`src/rtl/cla_wide_add_seq.sv`:
```
// ---------------------------------------------------------------------------
// cla_wide_add_seq
//
// Purpose:
//   Wide add/subtract engine that reuses a single 16-bit carry-lookahead
//   slice adder. An operation on WORDS x 16-bit operands is processed one
//   slice per cycle, least-significant slice first. The carry between
//   slices is held in a register.
//
//   Subtraction is computed as a + ~b + 1. B is inverted when the request
//   is accepted, and the carry register is seeded with op_sub.
//
// Ports:
//   clk        in   rising-edge system clock
//   rst_n      in   asynchronous active-low reset
//   in_valid   in   request valid (a, b, op_sub stable while high)
//   in_ready   out  sequencer idle and able to accept a request
//   op_sub     in   0: a+b, 1: a-b
//   a, b       in   W-bit operands, W = 16*WORDS
//   out_valid  out  result valid (held until out_ready)
//   out_ready  in   consumer accepts the result
//   sum        out  W-bit result
//   cout       out  carry out of the MSB (subtract: 1 = no borrow)
//   ovf        out  signed overflow
//   busy       out  slices are being processed
//
// Every handshake output is decoded from registered state only. No
// combinational path exists from in_valid to in_ready, or from out_ready
// to out_valid.
// ---------------------------------------------------------------------------
module cla_wide_add_seq #(
  parameter int WORDS = 4
) (
  input  logic                  clk,
  input  logic                  rst_n,
  input  logic                  in_valid,
  output logic                  in_ready,
  input  logic                  op_sub,
  input  logic [16*WORDS-1:0]   a,
  input  logic [16*WORDS-1:0]   b,
  output logic                  out_valid,
  input  logic                  out_ready,
  output logic [16*WORDS-1:0]   sum,
  output logic                  cout,
  output logic                  ovf,
  output logic                  busy
);

  localparam int W = 16 * WORDS;

  localparam logic [1:0] S_IDLE = 2'd0;
  localparam logic [1:0] S_RUN  = 2'd1;
  localparam logic [1:0] S_DONE = 2'd2;

  localparam logic [3:0] LAST_IDX = 4'(WORDS - 1);

  // 16-bit carry-lookahead adder.
  //   - Four 4-bit groups each form a group propagate and a group
  //     generate term.
  //   - C4/C8/C12/C16 are produced from those group terms and the
  //     carry-in.
  //   - Carries inside each group ripple from that group's lookahead
  //     carry.
  //   - Return value is {C16, C15, sum[15:0]}. C15 is the carry into
  //     bit 15, which is needed for signed overflow.
  function automatic logic [17:0] cla16(input logic [15:0] x,
                                        input logic [15:0] y,
                                        input logic        cin);
    logic [15:0] g;
    logic [15:0] p;
    logic [3:0]  gg;
    logic [3:0]  gp;
    logic [4:0]  gc;
    logic [16:0] c;
    g = x & y;
    p = x ^ y;
    for (int k = 0; k < 4; k++) begin
      gp[k] = &p[4*k +: 4];
      gg[k] = g[4*k+3]
            | (p[4*k+3] & g[4*k+2])
            | (p[4*k+3] & p[4*k+2] & g[4*k+1])
            | (p[4*k+3] & p[4*k+2] & p[4*k+1] & g[4*k]);
    end
    gc[0] = cin;
    gc[1] = gg[0] | (gp[0] & cin);
    gc[2] = gg[1] | (gp[1] & gg[0]) | (gp[1] & gp[0] & cin);
    gc[3] = gg[2] | (gp[2] & gg[1]) | (gp[2] & gp[1] & gg[0])
          | (gp[2] & gp[1] & gp[0] & cin);
    gc[4] = gg[3] | (gp[3] & gg[2]) | (gp[3] & gp[2] & gg[1])
          | (gp[3] & gp[2] & gp[1] & gg[0])
          | (gp[3] & gp[2] & gp[1] & gp[0] & cin);
    c = '0;
    for (int k = 0; k < 4; k++) begin
      c[4*k] = gc[k];
      for (int j = 0; j < 3; j++) begin
        c[4*k+j+1] = g[4*k+j] | (p[4*k+j] & c[4*k+j]);
      end
    end
    c[16] = gc[4];
    return {c[16], c[15], p ^ c[15:0]};
  endfunction

  logic [1:0]   state_q, state_d;
  logic [3:0]   idx_q, idx_d;
  logic         carry_q, carry_d;
  logic         c_msb_q, c_msb_d;
  logic [W-1:0] a_q, a_d;
  logic [W-1:0] b_q, b_d;
  logic [W-1:0] sum_q, sum_d;

  logic [15:0]  a_sl;
  logic [15:0]  b_sl;
  logic [17:0]  slice_res;

  // Operand slice select for the current index
  always_comb begin
    a_sl = '0;
    b_sl = '0;
    for (int i = 0; i < WORDS; i++) begin
      if (idx_q == 4'(i)) begin
        a_sl = a_q[16*i +: 16];
        b_sl = b_q[16*i +: 16];
      end
    end
  end

  assign slice_res = cla16(a_sl, b_sl, carry_q);

  // Next-state and datapath update
  always_comb begin
    state_d = state_q;
    idx_d   = idx_q;
    carry_d = carry_q;
    c_msb_d = c_msb_q;
    a_d     = a_q;
    b_d     = b_q;
    sum_d   = sum_q;
    case (state_q)
      S_IDLE: begin
        if (in_valid) begin
          a_d     = a;
          b_d     = op_sub ? ~b : b;
          carry_d = op_sub;
          idx_d   = '0;
          // Slices not yet processed must read as zero during RUN.
          sum_d   = '0;
          state_d = S_RUN;
        end
      end
      S_RUN: begin
        for (int i = 0; i < WORDS; i++) begin
          if (idx_q == 4'(i)) begin
            sum_d[16*i +: 16] = slice_res[15:0];
          end
        end
        carry_d = slice_res[17];
        c_msb_d = slice_res[16];
        idx_d   = idx_q + 4'd1;
        if (idx_q == LAST_IDX) begin
          state_d = S_DONE;
        end
      end
      S_DONE: begin
        if (out_ready) begin
          state_d = S_IDLE;
        end
      end
      default: begin
        state_d = S_IDLE;
      end
    endcase
  end

  // State and datapath registers
  always_ff @(posedge clk or negedge rst_n) begin
    if (!rst_n) begin
      state_q <= S_IDLE;
      idx_q   <= '0;
      carry_q <= 1'b0;
      c_msb_q <= 1'b0;
      a_q     <= '0;
      b_q     <= '0;
      sum_q   <= '0;
    end else begin
      state_q <= state_d;
      idx_q   <= idx_d;
      carry_q <= carry_d;
      c_msb_q <= c_msb_d;
      a_q     <= a_d;
      b_q     <= b_d;
      sum_q   <= sum_d;
    end
  end

  // In DONE the carry register holds the final carry out of the MSB slice.
  // Signed overflow is present when the carry into bit W-1 differs from the
  // carry out of it.
  assign in_ready  = (state_q == S_IDLE);
  assign busy      = (state_q == S_RUN);
  assign out_valid = (state_q == S_DONE);
  assign sum       = sum_q;
  assign cout      = carry_q;
  assign ovf       = c_msb_q ^ carry_q;

endmodule

```
`config.mk`:
```
export PLATFORM = sky130hd
export DESIGN_NAME = cla_wide_add_seq
export DESIGN_NICKNAME = d
export VERILOG_FILES = /design/src/rtl/cla_wide_add_seq.sv
export SDC_FILE = /design/constraint.sdc
export NUM_CORES = 1
export LEC_CHECK = 0
export ABC_AREA = 1
export CAP_MARGIN = 20
export CORE_AREA = 2 2 186 188
export DETAILED_ROUTE_END_ITERATION = 8
export DIE_AREA = 0 0 188 190
export DONT_BUFFER_PORTS = 1
export PLACE_DENSITY_LB_ADDON = 0.08
export SKIP_LAST_GASP = 1
export SYNTH_ARGS = -nofsm -noshare
export SYNTH_HDL_FRONTEND = slang
export SYNTH_SLANG_ARGS = --single-unit
```
`constraint.sdc`:
```
create_clock -name clk -period 10.5 [get_ports clk]
set_clock_uncertainty 0.05 [all_clocks]
set_input_delay 2.1 -clock clk [delete_from_list [all_inputs] [get_ports clk]]
set_output_delay 2.1 -clock clk [all_outputs]
set_load 0.005 [all_outputs]
```
### Word level (Yosys, flattened, before mapping)

Index checks and enable logic that the tools add are counted.

| cells by class | value |
|---|---|
| add/sub/neg operators | 1 |
| eq/ne operators | 11 |
| multiplexer cells | 23 |
| bitwise gates (word level) | 87 |
| reduce and logical (&&, ||, !) cells | 14 |

Operators by type and width:

| operator | count |
|---|---|
| 16-bit two-way mux | 12 |
| 64-bit two-way mux | 2 |
| 64-bit one-hot mux with 2 select lines | 1 |
| 64-bit inverter | 1 |
| 1-bit bitwise AND | 48 |
| 1-bit bitwise OR | 34 |
| 16-bit bitwise XOR | 2 |
| 16-bit bitwise AND | 1 |
| 4-bit AND reduction | 4 |
| 3-bit AND reduction | 5 |
| 2-bit by 1-bit inequality test with 1-bit output (second input constant) | 5 |
| 4-bit by 2-bit equality test with 1-bit output (second input constant) | 2 |
| 4-bit one-hot mux with 2 select lines | 1 |
| 2-bit two-way mux | 3 |
| 2-bit one-hot mux with 3 select lines | 1 |
| 4-bit by 1-bit adder with 4-bit output (second input constant) | 1 |
| 4-bit by 1-bit equality test with 1-bit output (second input constant) | 1 |
| 4-bit logical NOT | 1 |
| 4-bit two-way mux | 1 |
| 2-bit AND reduction | 2 |
| 2-bit by 1-bit equality test with 1-bit output (second input constant) | 1 |
| 2-bit equality test (second input constant) | 1 |
| 2-bit logical NOT | 1 |
| 2-bit inequality test (second input constant) | 1 |
| other kinds (4) | 4 |

| word-level totals | value |
|---|---|
| register bits after elaboration | 200 |
| input port bits | 133 |
| logic and storage cells | 146 |

### Longest topological paths before layout

| logic depth | value |
|---|---|
| depth in word-level cells | 23 |
| gate-level depth with buffers | 27 |

### Worst setup path before layout

No wires, ideal clock.

| timing | value |
|---|---|
| path kind | register to register |
| start point | register idx_q[0] |
| end point | register sum_q[27] (netlist: sum[27]) |
| arrival | 4.005 ns |
| required time | 10.325 ns |
| setup slack | 6.320 ns |
| cell stages (with the launch flop) | 23 |
| clock period less this slack | 4.180 ns |
| path through | dfrtp_1 inv_1 ha_1 nand2_1 nor2_2 buf_4 nand2_1 nand3_1 o21ai_0 o21ai_0 ha_1 nand2_1 nor2_1 nor2_1 nand2_1 nand2_1 nand3_1 fa_1 fa_1 fa_1 xnor2_1 nor2_1 mux2_2 |

| on the way | value |
|---|---|
| word-level cells in the longest chain between the ends | 22 |
| elaborated cells between the ends (all ways) | 48 |
| those cells by class | eq/ne: 4; mux: 10; bitwise: 30; reduce/logical: 4 |

RTL lines:

| element | RTL line | RTL |
|---|---|---|
| start, declared | 104 | `logic [3:0] idx_q, idx_d;` |
| start signal, assigned | 186 | `idx_q <= idx_d;` |
| 4-bit logical NOT | 120 | `if (idx_q == 4'(i)) begin` |
| 16-bit two-way mux (4 in series) | 120 |  |
| 16-bit bitwise XOR / 16-bit bitwise AND (equally long branches) | 76, 75 |  |
| 1-bit bitwise AND (on tied branches) | 80, 81, 82 |  |
| 1-bit bitwise OR (tied with other cells) | 80 | `\| (p[4*k+3] & g[4*k+2])` |
| 1-bit bitwise OR / 1-bit bitwise AND (equally long branches) | 81, 82 |  |
| 1-bit bitwise OR | 82 | `\| (p[4*k+3] & p[4*k+2] & p[4*k+1] & g[4*k]);` |
| 1-bit bitwise AND | 86 | `gc[2] = gg[1] \| (gp[1] & gg[0]) \| (gp[1] & gp[0] & cin);` |
| (+3 left out) | n/a |  |
| 1-bit bitwise OR | 96 | `c[4*k+j+1] = g[4*k+j] \| (p[4*k+j] & c[4*k+j]);` |
| 1-bit bitwise AND | 96 |  |
| 1-bit bitwise OR | 96 |  |
| 1-bit bitwise AND | 96 |  |
| 1-bit bitwise OR | 96 |  |
| 16-bit bitwise XOR | 100 | `return {c[16], c[15], p ^ c[15:0]};` |
| 16-bit two-way mux | 152 | `if (idx_q == 4'(i)) begin` |
| 64-bit one-hot mux with 2 select lines | 138 | `case (state_q)` |
| end signal, assigned | 191 | `sum_q <= sum_d;` |
| end, declared | 109 | `logic [W-1:0] sum_q, sum_d;` |

Parallel ways exist; a longest one is shown, timed or not. The select of a mux whose other input is x is not followed.
A chain may end at the register's enable or synchronous reset.

### Worst setup path in the final report

| timing | value |
|---|---|
| start point | register idx_q[0] |
| end point | register sum_q[63] (netlist: sum[63]) |

| on the way | value |
|---|---|
| word-level cells in the longest chain between the ends | 23 |
| elaborated cells between the ends (all ways) | 60 |
| those cells by class | eq/ne: 4; mux: 10; bitwise: 41; reduce/logical: 5 |

RTL lines:

| element | RTL line | RTL |
|---|---|---|
| 4-bit logical NOT | 120 |  |
| 16-bit two-way mux (4 in series) | 120 |  |
| 16-bit bitwise XOR / 16-bit bitwise AND (equally long branches) | 76, 75 |  |
| 1-bit bitwise AND (on tied branches) | 80, 81, 82 |  |
| 1-bit bitwise OR (tied with other cells) | 80 |  |
| 1-bit bitwise OR / 1-bit bitwise AND (equally long branches) | 81, 82 |  |
| 1-bit bitwise OR | 82 |  |
| 1-bit bitwise AND | 87 | `gc[3] = gg[2] \| (gp[2] & gg[1]) \| (gp[2] & gp[1] & gg[0])` |
| (+4 left out) | n/a |  |
| 1-bit bitwise OR | 96 |  |
| 1-bit bitwise AND | 96 |  |
| 1-bit bitwise OR | 96 |  |
| 1-bit bitwise AND | 96 |  |
| 1-bit bitwise OR | 96 |  |
| 16-bit bitwise XOR | 100 |  |
| 16-bit two-way mux | 152 |  |
| 64-bit one-hot mux with 2 select lines | 138 |  |

Parallel ways exist; a longest one is shown, timed or not. The select of a mux whose other input is x is not followed.

==> run metrics <==
per-instance average area after synthesis=9.22 µm²; port bufs=0; required time at the endpoint of the critical path=about 11000 ps; post-cts gate resize count=0; part of the power in the clock network=0.169; clock sink count=200; Cell Area, Placed=10200 µm²; post-synthesis to final-layout area growth=9.08%; routed len/inst=18.9 µm; Setup Fix Bufs, Post-CTS=0; Worst path slowest cell=sky130_fd_sc_hd__buf_4; Internal Dissipation=2.19 mW; Cells after DPL=1479; # IOs=202; initial standard-cell utilization of the core=0.293; Worst Tran Pin Value=938 ps; global-route wire length before repair=around 44 mm; part of the power in registers=0.336; iteration count of the initial detailed-routing pass=4; via count normalized by instance count=4.53; largest net degree at the start of global routing=201; startpoint of the worst register-to-register path=idx_q[0]$_DFFE_PN0P_; number of synthesized register bits=200; maximum root-to-sink buffer count=2; final core utilization=0.320; crit end category=flop; type of origin of the critical path=flop; top cell type's share of synthesized area=0.503; Overall Global Routing Usage=0.164; min Tclk post-route=5010 ps; placement-stage worst setup slack=5420 ps; Die W=188 µm; TritonCTS clock tree=done; Worst Setup SP=idx_q[0]$_DFFE_PN0P_; Crit Path Class=reg2reg; number of routed nets with antenna violations=0; sequential share of the synthesized area=0.503; Comb power frac=0.495; Rel. slew slack=0.375; peak fanout along the critical path=61; Total Power=4.00 mW; overall die area=35700 µm²; highest clock frequency the design can meet=roughly 0.2 GHz; insertion delay of the later-clocked pin in the worst-skew pair=roughly 440 ps; number of buffers inserted during clock tree synthesis=17; row cnt=just under 70; maxcap violations=0; share of the clock period used by the worst path=0.477; count of synthesis-stage warnings from yosys=0; Setup TNS Final=0 ps; DRC violations left=0; antenna violations before repair=0; post-cts hold buffer count=0; Leak Pwr=5.18 nW; most frequent cell after synthesis=sky130_fd_sc_hd__nand2_1; fin cells=between 1500 and 2000; synthesized instance count=1078; final hold slack=432 ps; most used standard cells in the synthesized netlist=sky130_fd_sc_hd__nand2_1, sky130_fd_sc_hd__dfrtp_1, sky130_fd_sc_hd__o21ai_0; routability cong.=just under 0.8; clock root buffer=sky130_fd_sc_hd__clkbuf_16; number of global-route vias before repair=6886; ratio of cells with drive above 1 in the final layout=0.106; R2R cell count=22; setup repair after global routing missed its margin=no; count of unique library cells instantiated by Yosys=31; share of async-settable or async-resettable flops after synthesis=1.00; Routed Wire Length=28.6 mm; total net switching power=1.81 mW; critical path's top delay family=adder cells; number of levels the H-tree was split into=4; cells traversed along the worst timing path=inv_1 -> ha_1 -> nand2_2 -> buf_4 -> o21ai_0 -> o21ai_0 -> ha_1 -> nand2_1 -> nor2_1 -> nor2_1 -> nand2_1 -> nand2_1 -> nand3_1 -> nand3_1 -> nand3_1 -> fa_1 -> fa_1 -> inv_1 -> fa_1 -> xor2_1 -> nor2_1 -> mux2_1; Post-DP HPWL=20.0 mm; final hold violation count=0; cell types with the largest area share after synthesis=sky130_fd_sc_hd__dfrtp_1, sky130_fd_sc_hd__nand2_1, sky130_fd_sc_hd__o21ai_0; synthesized area=a little under 10000 µm²; number of antenna repair diodes=0; Tightest Hold Check Type=reg2reg; Pwr Density=368 nW/µm²; Final Net Count=1209; cell area after layout=10800 µm²; number of enable-type register cells in the synthesized netlist=0; critical path buffer and inverter count=3; sw frac=0.452; detailed router's first-iteration violation count=between 400 and 500; total via count in the routed design=roughly 7000; total setup violations reported at the end of the flow=0; Slew Viols, Final=0; outcome=completed; start point of the worst hold path=a_q[43]$_DFFE_PN0P_; Crit path largest cell delay=520 ps; post-layout worst setup margin=5490 ps; clock input transition at the sequential cells of the worst setup and hold paths=80 ps; Net Count, Synth=between 1000 and 1500; Std-Cell Core Area=33900 µm²; die height=190 µm; cell count along the critical path=22; post-synthesis cell type with the largest combined area=sky130_fd_sc_hd__dfrtp_1; count of cells along the worst hold path=2; Data arrival, critical path=5270 ps; main flop type after synthesis=sky130_fd_sc_hd__dfrtp_1; Peak supply drop=approximately 0.00016 V; sum of overflow across all layers after global routing=0
[placed cells by master (no fill, tap or decap), types with 17 or more instances in the layout]
cell type	instances
sky130_fd_sc_hd__o21ai_0	129
sky130_fd_sc_hd__dfrtp_1	200
sky130_fd_sc_hd__ha_1	20
sky130_fd_sc_hd__nand2_1	383
sky130_fd_sc_hd__xnor2_1	66
sky130_fd_sc_hd__clkbuf_16	17
sky130_fd_sc_hd__mux2_2	50
sky130_fd_sc_hd__nand3_1	25
sky130_fd_sc_hd__nor2_1	30
sky130_fd_sc_hd__inv_1	45
[power groups by stage]
stage	registers, mW	logic (mW)	clock network (mW)
after floorplan	1.28	1.45	0
after global placement	1.36	2.00	0
after detailed placement	1.36	2.02	0
after CTS	1.35	2.03	0.704
after global routing	1.39	2.27	0.733
final	1.34	1.98	0.676
[cell type report]
class	instances	area [µm²]
flip-flops and latches	200	5000
clock buffers	17	425
multi-input cells	771	4450
repair buffers	6	57.6
clock inverters	15	156
well taps	455	569
fillers	3614	23100
inverters	48	180
[registers in the layout, summed over array words and instances (netlist names)]
register / count
a_q: 64
b_q: 64
sum: 64
idx_q: 4
state_q: 2
c_msb_q: 1
cout: 1
[worst paths after layout]
path,to,slack [ps]
setup / recovery,sum[63]$_DFFE_PN0P_,5490
hold / removal,a_q[43]$_DFFE_PN0P_,430
setup reg to reg,sum[63]$_DFFE_PN0P_,5490
hold reg to reg,a_q[43]$_DFFE_PN0P_,430
max in group asynchronous,a_q[42]$_DFFE_PN0P_,8750
min in group asynchronous,sum[45]$_DFFE_PN0P_,1310
[per-layer routing]
metal  up-vias  GRT usage  routed length (µm)
met5         -          0                   0
li1       3373          -                   -
met3         8     0.0441                1530
met4         0     0.0318                 187
met2       166      0.249               12700
met1      3306      0.236               14200
[tightest hold or removal path, delay by kind of cell (launching register included)]
kind	cells	cell delay, ps
flip-flops	1	350
AND/OR/NAND/NOR	2	100
[kinds of logic after synthesis]
family,Yosys count,share of synthesized area
simple gates,449,0.176
flops,200,0.503
compound gates,156,0.0834
buf+inv,107,0.0497
xor+xnor,70,0.0616
mux,64,0.0762
fa+ha+maj,32,0.0493
No activity file was read; power rests on OpenSTA's default activity.
